### src/rtl/alarm_pkg.sv
`default_nettype none
// ============================================================================
// Module   : alarm_pkg
// Brief    : Shared state codes, zone constants and helpers for the
//            alarm_sequencer block.
// Revision : 1.0  initial release
// ============================================================================
package alarm_pkg;

  localparam int ZONE_W     = 4;
  localparam int ENTRY_ZONE = 0;

  // State codes are visible on the state output, so the encoding is fixed.
  typedef enum logic [2:0] {
    DISARMED    = 3'd0,
    EXIT_DELAY  = 3'd1,
    ARMED       = 3'd2,
    ENTRY_DELAY = 3'd3,
    ALARM       = 3'd4
  } state_e;

  // Largest of the three delay lengths; sizes the shared delay counter.
  function automatic int max3(input int a, input int b, input int c);
    int m;
    m = (a > b) ? a : b;
    return (m > c) ? m : c;
  endfunction

endpackage
`default_nettype wire

### src/rtl/alarm_sequencer_if.sv
`default_nettype none
// ============================================================================
// Module   : alarm_sequencer_if
// Brief    : Zone/keypad inputs and siren/status outputs of alarm_sequencer.
//            master = keypad/sensor side, slave = sequencer.
// Revision : 1.0  initial release
// ============================================================================
interface alarm_sequencer_if;

  logic [alarm_pkg::ZONE_W-1:0] zone_raw;
  logic [alarm_pkg::ZONE_W-1:0] zone_mask;
  logic                         arm_req;
  logic                         disarm_req;
  logic                         siren;
  logic                         armed;
  logic [2:0]                   state;
  logic [alarm_pkg::ZONE_W-1:0] zone_latched;

  modport master (
    output zone_raw, zone_mask, arm_req, disarm_req,
    input  siren, armed, state, zone_latched
  );

  modport slave (
    input  zone_raw, zone_mask, arm_req, disarm_req,
    output siren, armed, state, zone_latched
  );

endinterface
`default_nettype wire

### src/rtl/alarm_tick_gen.sv
`default_nettype none
// ============================================================================
// Module   : alarm_tick_gen
// Brief    : Free-running prescaler; one-cycle tick every PRESCALE clocks.
//            Never realigned to FSM activity, so delays are -1/+0 ticks.
// Revision : 1.0  initial release
// ============================================================================
module alarm_tick_gen #(
  parameter int PRESCALE = 1000
) (
  input  wire logic clk,
  input  wire logic rst,
  output logic      tick_o
);

  localparam int CW = (PRESCALE > 1) ? $clog2(PRESCALE) : 1;
  localparam logic [CW-1:0] LAST = CW'(PRESCALE - 1);

  logic [CW-1:0] cnt_q;

  // Count 0..PRESCALE-1 and wrap.
  always_ff @(posedge clk) begin
    if (rst)                cnt_q <= '0;
    else if (cnt_q == LAST) cnt_q <= '0;
    else                    cnt_q <= cnt_q + CW'(1);
  end

  assign tick_o = (cnt_q == LAST);

endmodule
`default_nettype wire

### src/rtl/alarm_sequencer.sv
`default_nettype none
// ============================================================================
// Module   : alarm_sequencer
// Brief    : Arm/disarm controller for 4 intrusion zones: input synchroniser,
//            zone mask, exit/entry delays, bounded siren, tripped-zone latch.
// Revision : 1.0  initial release
// ============================================================================
module alarm_sequencer
  import alarm_pkg::*;
#(
  parameter int PRESCALE    = 1000,
  parameter int EXIT_TICKS  = 30,
  parameter int ENTRY_TICKS = 15,
  parameter int SIREN_TICKS = 60
) (
  input  wire logic          clk,
  input  wire logic          rst,
  alarm_sequencer_if.slave   bus
);

  localparam int CNT_W = $clog2(max3(EXIT_TICKS, ENTRY_TICKS, SIREN_TICKS) + 1);
  localparam logic [CNT_W-1:0] C_EXIT  = CNT_W'(EXIT_TICKS);
  localparam logic [CNT_W-1:0] C_ENTRY = CNT_W'(ENTRY_TICKS);
  localparam logic [CNT_W-1:0] C_SIREN = CNT_W'(SIREN_TICKS);

  logic [ZONE_W-1:0] sync1_q;
  logic [ZONE_W-1:0] zone_s_q;
  logic [ZONE_W-1:0] latched_q;
  logic [CNT_W-1:0]  cnt_q;
  state_e            state_q;
  logic              siren_q;
  logic              armed_q;

  logic              tick;
  logic [ZONE_W-1:0] trip;
  logic              instant_trip;
  logic              entry_trip;
  logic              expire;

  alarm_tick_gen #(.PRESCALE(PRESCALE)) u_tick (
    .clk    (clk),
    .rst    (rst),
    .tick_o (tick)
  );

  // Two-flop synchroniser for the asynchronous sensor levels.
  always_ff @(posedge clk) begin
    if (rst) begin
      sync1_q  <= '0;
      zone_s_q <= '0;
    end else begin
      sync1_q  <= bus.zone_raw;
      zone_s_q <= sync1_q;
    end
  end

  // Mask is applied combinationally so a mask change acts the same cycle.
  assign trip         = zone_s_q & bus.zone_mask;
  assign instant_trip = |trip[ZONE_W-1:1];
  assign entry_trip   = trip[ENTRY_ZONE];
  assign expire       = tick && (cnt_q == CNT_W'(1));

  // Main FSM with delay counter, zone latch and registered siren/armed.
  always_ff @(posedge clk) begin
    if (rst) begin
      state_q   <= DISARMED;
      cnt_q     <= '0;
      latched_q <= '0;
      siren_q   <= 1'b0;
      armed_q   <= 1'b0;
    end else begin
      // Default countdown; a state entry below reloads it instead.
      if (tick && (cnt_q != '0)) cnt_q <= cnt_q - CNT_W'(1);

      if (bus.disarm_req) begin
        state_q <= DISARMED;
        siren_q <= 1'b0;
        armed_q <= 1'b0;
      end else begin
        case (state_q)
          DISARMED: begin
            if (bus.arm_req) begin
              state_q   <= EXIT_DELAY;
              cnt_q     <= C_EXIT;
              latched_q <= '0;
              armed_q   <= 1'b1;
            end
          end
          EXIT_DELAY: begin
            if (expire) state_q <= ARMED;
          end
          ARMED: begin
            if (instant_trip) begin
              state_q   <= ALARM;
              cnt_q     <= C_SIREN;
              siren_q   <= 1'b1;
              latched_q <= latched_q | trip;
            end else if (entry_trip) begin
              state_q   <= ENTRY_DELAY;
              cnt_q     <= C_ENTRY;
              latched_q <= latched_q | trip;
            end
          end
          ENTRY_DELAY: begin
            latched_q <= latched_q | trip;
            if (instant_trip || expire) begin
              state_q <= ALARM;
              cnt_q   <= C_SIREN;
              siren_q <= 1'b1;
            end
          end
          ALARM: begin
            latched_q <= latched_q | trip;
            // Re-arm; a zone still open re-trips on the following cycle.
            if (expire) begin
              state_q <= ARMED;
              siren_q <= 1'b0;
            end
          end
          default: begin
            state_q <= DISARMED;
            siren_q <= 1'b0;
            armed_q <= 1'b0;
          end
        endcase
      end
    end
  end

  assign bus.siren        = siren_q;
  assign bus.armed        = armed_q;
  assign bus.state        = state_q;
  assign bus.zone_latched = latched_q;

endmodule
`default_nettype wire

### src/flat_wrapper.sv
// flat-port wrapper written by rule: the top's interface ports become plain ports
module alarm_sequencer_flat import alarm_pkg::*;
#(
  parameter int PRESCALE    = 1000,
  parameter int EXIT_TICKS  = 30,
  parameter int ENTRY_TICKS = 15,
  parameter int SIREN_TICKS = 60
)
  (clk, rst, bus_zone_raw, bus_zone_mask, bus_arm_req, bus_disarm_req, bus_siren, bus_armed, bus_state, bus_zone_latched);
  alarm_sequencer_if bus_i ();
  input  wire logic clk;
  input  wire logic rst;
  input wire logic [$bits(bus_i.zone_raw)-1:0] bus_zone_raw;
  input wire logic [$bits(bus_i.zone_mask)-1:0] bus_zone_mask;
  input wire logic [$bits(bus_i.arm_req)-1:0] bus_arm_req;
  input wire logic [$bits(bus_i.disarm_req)-1:0] bus_disarm_req;
  output wire logic [$bits(bus_i.siren)-1:0] bus_siren;
  output wire logic [$bits(bus_i.armed)-1:0] bus_armed;
  output wire logic [$bits(bus_i.state)-1:0] bus_state;
  output wire logic [$bits(bus_i.zone_latched)-1:0] bus_zone_latched;
  assign bus_i.zone_raw = bus_zone_raw;
  assign bus_i.zone_mask = bus_zone_mask;
  assign bus_i.arm_req = bus_arm_req;
  assign bus_i.disarm_req = bus_disarm_req;
  assign bus_siren = bus_i.siren;
  assign bus_armed = bus_i.armed;
  assign bus_state = bus_i.state;
  assign bus_zone_latched = bus_i.zone_latched;
  alarm_sequencer #(.PRESCALE(PRESCALE), .EXIT_TICKS(EXIT_TICKS), .ENTRY_TICKS(ENTRY_TICKS), .SIREN_TICKS(SIREN_TICKS)) u_core (.clk(clk), .rst(rst), .bus(bus_i));
endmodule
### config.mk
export PLATFORM = sky130hd
export DESIGN_NAME = alarm_sequencer_flat
export DESIGN_NICKNAME = d
export VERILOG_FILES = /design/src/rtl/alarm_pkg.sv /design/src/rtl/alarm_sequencer_if.sv /design/src/rtl/alarm_tick_gen.sv /design/src/rtl/alarm_sequencer.sv /design/src/flat_wrapper.sv
export SDC_FILE = /design/constraint.sdc
export NUM_CORES = 1
export LEC_CHECK = 0
export ABC_AREA = 1
export CAP_MARGIN = 25
export CORE_MARGIN = 3
export CORE_UTILIZATION = 55
export DETAILED_ROUTE_END_ITERATION = 16
export PLACE_DENSITY = 0.79
export SLEW_MARGIN = 20
export SYNTH_ARGS = -nofsm -noshare
export SYNTH_HDL_FRONTEND = slang
export SYNTH_SLANG_ARGS = --single-unit
### constraint.sdc
create_clock -name clk -period 1.78 [get_ports clk]
set_clock_uncertainty 0.2 [all_clocks]
set_input_delay 0.356 -clock clk [delete_from_list [all_inputs] [get_ports clk]]
set_output_delay 0.356 -clock clk [all_outputs]
set_load 0.02 [all_outputs]
== Word level (Yosys, flattened, before mapping) ==
Index checks and enable logic that the tools add are counted.

* Bits in registers: 33
* Input bits: 12
* Output and inout bits: 9
* Logic and storage cells: 67

* $add $sub $neg: 2
* Equal/unequal tests: 12
* Mux-type cells: 23
* Bitwise operators: 5
* Reductions and logical operators: 17

{| class="wikitable"
|+ Operators with widths
! cell !! count
|-
| 6-bit 2-to-1 mux || 6
|-
| 6-bit one-hot mux with 3 select lines || 1
|-
| 3-bit 2-to-1 mux || 5
|-
| 4-bit 2-to-1 mux || 3
|-
| 3-bit one-hot mux with 4 select lines || 1
|-
| 4-bit one-hot mux with 3 select lines || 1
|-
| 4-bit AND reduction || 3
|-
| 10-bit by 1-bit adder with 10-bit output (second input constant) || 1
|-
| 10-bit == test (second input constant) || 1
|-
| 2-bit OR reduction || 5
|-
| 2-bit by 1-bit != test with 1-bit output (second input constant) || 4
|-
| 3-bit by 2-bit == test with 1-bit output (second input constant) || 2
|-
| 6-bit by 1-bit == test with 1-bit output (second input constant) || 1
|-
| 6-bit nonzero test || 1
|-
| 6-bit by 1-bit subtractor with 6-bit output (second input constant) || 1
|-
| 4-bit AND || 1
|-
| 1-bit 2-to-1 mux || 4
|-
| 4-bit OR || 1
|-
| 1-bit one-hot mux with 4 select lines || 1
|-
| 4-bit OR reduction || 1
|-
| 3-bit by 1-bit == test with 1-bit output (second input constant) || 1
|-
| 3-bit == test (second input constant) || 1
|-
| 3-bit logical NOT || 1
|-
| 3-bit by 1-bit != test with 1-bit output (second input constant) || 1
|-
| other kinds (8) || 11
|}

== Longest topological paths before layout ==
* Word-level depth: 7
* Depth in mapped cells: 11
* Gate-level depth less buffers: 11

== Hierarchy ==
A second synthesis with hierarchy kept.

* Cells, all modules: 252
* Area total of the unflattened synthesis: 1695.4 um^2

{| class="wikitable"
|+ By module, submodules not included
! module !! instances !! cells an instance !! area an instance (um^2) !! sequential area each (um^2)
|-
| alarm_sequencer || 1 || 185 || 1201.2 || 460.4
|-
| alarm_tick_gen || 1 || 67 || 494.2 || 200.2
|}

== Least setup slack after synthesis ==
No wires, ideal clock.

* Kind: flip-flop to flip-flop
* Start: register u_core.state_q[1] (netlist: u_core.bus.state[1])
* End: register u_core.state_q[0] (netlist: u_core.bus.state[0])
* Setup time: 0.117 ns
* Arrival time: 1.328 ns
* Required time: 1.463 ns
* Path slack: 0.135 ns
* Cell stages (with the launch flop): 10
* Buffers on the path: 0
* Clock period less this slack: 1.645 ns
* Cells stage by stage: dfxtp_1 > inv_2 > nor2_4 > nand2_4 > nor2_8 > nand2_4 > nand2_2 > a21oi_2 > o21ai_0 > nor2_1

* Longest elaborated chain between the ends: 4
* Elaborated cells on any way between the ends: 12
* Those cells by class: eq/ne (8); mux (1); reduce/logical (3)

{| class="wikitable"
|+ RTL lines
! item !! line !! source
|-
| start: declaration || alarm_sequencer.sv:30 || <nowiki>state_e state_q;</nowiki>
|-
| start signal: assignment || alarm_sequencer.sv:66 || <nowiki>state_q <= DISARMED;</nowiki>
|-
| start signal: assignment || alarm_sequencer.sv:76 || <nowiki>state_q <= DISARMED;</nowiki>
|-
| start signal: assignment || alarm_sequencer.sv:83 || <nowiki>state_q <= EXIT_DELAY;</nowiki>
|-
| 3-bit by 1-bit == test with 1-bit output / 3-bit == test (equally long branches) || alarm_sequencer.sv:80 || <nowiki>case (state_q)</nowiki>
|-
| 2-bit OR reduction (no line) || -- ||
|-
| 2-bit by 1-bit != test with 1-bit output (no line) || -- ||
|-
| 4-bit AND reduction (no line) || -- ||
|}

Parallel ways exist; a longest one is shown, timed or not.
A chain may end at the register's enable or synchronous reset.

== Worst setup path after layout ==
* Start: register u_core.state_q[2] (netlist: u_core.bus.state[2])
* End: output port bus_state[2]

{| class="wikitable"
|+ RTL lines
! item !! line !! source
|-
| end: declaration || flat_wrapper.sv:19 || <nowiki>output wire logic [$bits(bus_i.state)-1:0] bus_state;</nowiki>
|}

No word-level cell between the ends.

==> impl_metrics.yaml <==
setup_path:
  critPathCaptureType: "output port"
  cp-start-kind: "flop"
  cpPeakStageDelay_ns: 0.45
  cpMaxStageDelayCell: "dfxtp_1"
  worstSetupStartpoint: "u_core.bus.state[2]"
  reg2reg_setup_slack_ns: 0.11
  rr_worst_depth: 8
  r2r-end: "u_core.cnt_q[0]"
  critPathMaxFanout: 5
  cp.required_ns: 1.22
  cp_top_family: "flip-flops"
  path_buf_inv: 1
  arrival_ns: 1.15
  r2r-start: "u_core.u_tick.cnt_q[0]"
  path_cells: "dlygate4sd2_1"
  critPathKind: "flop to output port"
power_and_ir_drop:
  switchingPower_uw: 484
  p_seq_share_pct: 46.1
  p_total_mw: 1.74
  peakVddDrop_mv: 0.639
  internal-power_mw: 1.25
  p_comb_share_pct: 20.2
  p_sw_share_pct: 27.8
  p_leak_nw: 1.02
  power_density_nw_per_um2: 773
  clkPwrFrac_pct: 33.7
placement:
  place.gp.congestion: 0.890
  post_dp_cell_area_sq_um: 2080
  place_ws_ns: -0.249
  port_buffers: 20
  dpl.hpwl_mm: 2.73
  dp.cells: 317
floorplanning:
  die_x_microns: 62.7
  coreArea_sq_um: 2900
  initial_core_util_pct: 60.9
  rows: 19
  die-area_sq_um: 3930
  design.portCount: 21
  die_h_microns: 62.7
finish:
  stdcell_area_sq_um: 2250
  syn2layout_area_growth_pct: 27.3
  final-seq-area_sq_um: 664
  insertedDiodeCount: 0
  drive_above_1_share_pct: 21.3
  fillers: 228
  multi_input_area_sq_um: 991
  fin_nets: 302
  instances_no_fill: 329
yosys:
  synth_seq_cells: 33
  synth_edf_count: 0
  ys_top_cells_by_count: "inv_1, nand2_1, nor2_1"
  syn_nets: 264
  netlist-cell-type-count: 31
  synthFlopType: "dfxtp_1"
  async_flop_share_pct: 0
  synth_top_cell_area_share_pct: 37.4
  syn_area_sq_um: 1770
  syn_area_per_cell_sq_um: 7.12
  syn_inst: 248
  post-synth-top-count-cell: "inv_1"
  synth-seq-area-share_pct: 37.4
  ys_warn_count: 0
  synth.area.top_cells: "dfxtp_1, inv_1, nand2_1"
  synth_top_cell_by_area: "dfxtp_1"
sta:
  final-setup-viol-count: 0
  max_slew_margin_pct: 80.2
  fin_crit_sh_pct: 96.0
  final_hold_viol_count: 0
  fmax_ghz: 0.585
  fin_ws_ns: 0.0711
  tns_ns: 0
  worst_pin_slew_ns: 0.296
  period_minus_slack_ns: 1.71
  maxSlewViolCount: 0
drt:
  dr.pass1.iters: 5
  ant_nets: 0
  highest-signal-layer: "met4"
  num_vias: 1581
  wl_per_cell_microns: 11.2
  dr_wl_met3_microns: 140
  routed_wl_mm: 3.68
  avgViaCountPerCell: 4.81
  drt_iter0_markers: 65
  drc: 0
  wl_met1_mm: 1.83
  wl_met2_mm: 1.66
worst_hold_path:
  holdPathEnd: "u_core.zone_s_q[3]"
  hold_depth: 2
  hp-class: "flop to flop"
  hold_path_startpoint: "u_core.sync1_q[3]"
grt:
  antenna_found_initial: 0
  grt_pass1_wl_mm: 5.98
  grt_pass1_vias: 1427
  grt.total_usage_pct: 18.7
  grt_max_degree: 11
  grt_overflow: 0
clock_tree:
  postCtsHoldBufs: 0
  cts_buffer_depth: 2
  clk_latency_ns: 0.34
  numCtsBuffers: 5
  clk_pin_slew_worst_paths_ns: 0.10
  clock-sinks: 33
  cts_tree: "yes"
  htree_levels: 2
  clockRootBuffer: "clkbuf_4"
run_status:
  status: "completed"
job:
  drv_cap: 0
[tightest hold or removal path, stage by stage (launching register included)]
cell and delay [ns]:
dfxtp_1 0.31, inv_1 0.04, nor2_1 0.03
[registers in the layout (all words and copies together), names as in the netlist]
| signal | count |
|---|---|
| u_core.u_tick.cnt_q | 10 |
| u_core.cnt_q | 6 |
| u_core.bus.zone_latched | 4 |
| u_core.sync1_q | 4 |
| u_core.zone_s_q | 4 |
| u_core.bus.state | 3 |
| u_core.bus.armed | 1 |
| u_core.bus.siren | 1 |
[kinds of logic (layout without fill, tap and decap cells)]
logic type | Yosys count | after routing | share of synthesized area [%]
AOI/OAI and AO/OA | 29 | 29 | 9.56
xor gates and xnor gates | 6 | 6 | 2.97
adders and majority gates | 4 | 4 | 2.83
buffers and inverters | 48 | 87 | 10.2
DFF | 33 | 33 | 37.4
and+or+nand+nor | 128 | 128 | 37.0
[power groups by stage]
| stage | sequential (mW) | clock, mW | combinational, mW |
|---|---|---|---|
| 3_3_place_gp | 0.814 | 0 | 0.321 |
| 3_5_place_dp | 0.816 | 0 | 0.325 |
| 4_1_cts | 0.798 | 0.588 | 0.323 |
| 2_1_floorplan | 0.819 | 0 | 0.225 |
| 5_1_grt | 0.808 | 0.625 | 0.394 |
| 6_report | 0.802 | 0.585 | 0.351 |
[repair_timing]
action | CTS | global route
resized for setup | 9 | 17
pin swaps | 0 | 3
endpoints found under the setup margin | 9 | 9
buffers inserted | 0 | 4
[cell usage in the layout, fill, tap and decap left out, drive strengths merged, types with 4 or more instances in the layout]
master / instances
nand3: 20
buf: 12
dlygate4sd2: 9
nor3: 5
nand4: 8
dfxtp: 33
xor2: 4
o21ai: 8
nor2: 45
inv: 46
ha: 4
nand2: 47
clkbuf: 7
a21oi: 17
clkdlybuf4s50: 11
[stage by stage]
step | hold WS [ns] | utilization (%)
after floorplan | 0.188 | -
after global placement | 0.190 | 71.6
after detailed placement | 0.197 | 71.6
after CTS | 0.210 | 74.1
after global routing | 0.231 | 77.5
final | 0.211 | 77.5
[worst max path at each step]
| stage | endpoint | cells past startpoint | slack, ns |
|---|---|---|---|
| after floorplan | u_core.bus.state[0] | 9 | 0.14 |
| after global placement | u_core.bus.state[0] | 10 | -0.20 |
| after detailed placement | u_core.cnt_q[3] | 8 | -0.25 |
| after CTS | u_core.cnt_q[3] | 10 | 0.04 |
| after global routing | u_core.bus.state[0] | 8 | -0.01 |
| final | bus_state[2] | 1 | 0.07 |
[per-layer routing]
metal | vias to the layer above | GRT usage [%]
li1 | 860 | -
met1 | 690 | 25.5
met2 | 27 | 27.8
met3 | 4 | 5.22
met4 | 0 | 7.44
met5 | - | 0
[layout make-up]
class / count / share of cell area [%]
Clock inverter: 1 / 1.34
Sequential cell: 33 / 29.5
Inverter: 47 / 7.85
Tap cell: 42 / 2.34
Timing Repair Buffer: 32 / 12.4
Multi-Input combinational cell: 167 / 44.1
Clock buffer: 7 / 2.45
Note: power is estimated with default switching activity, not from simulation.
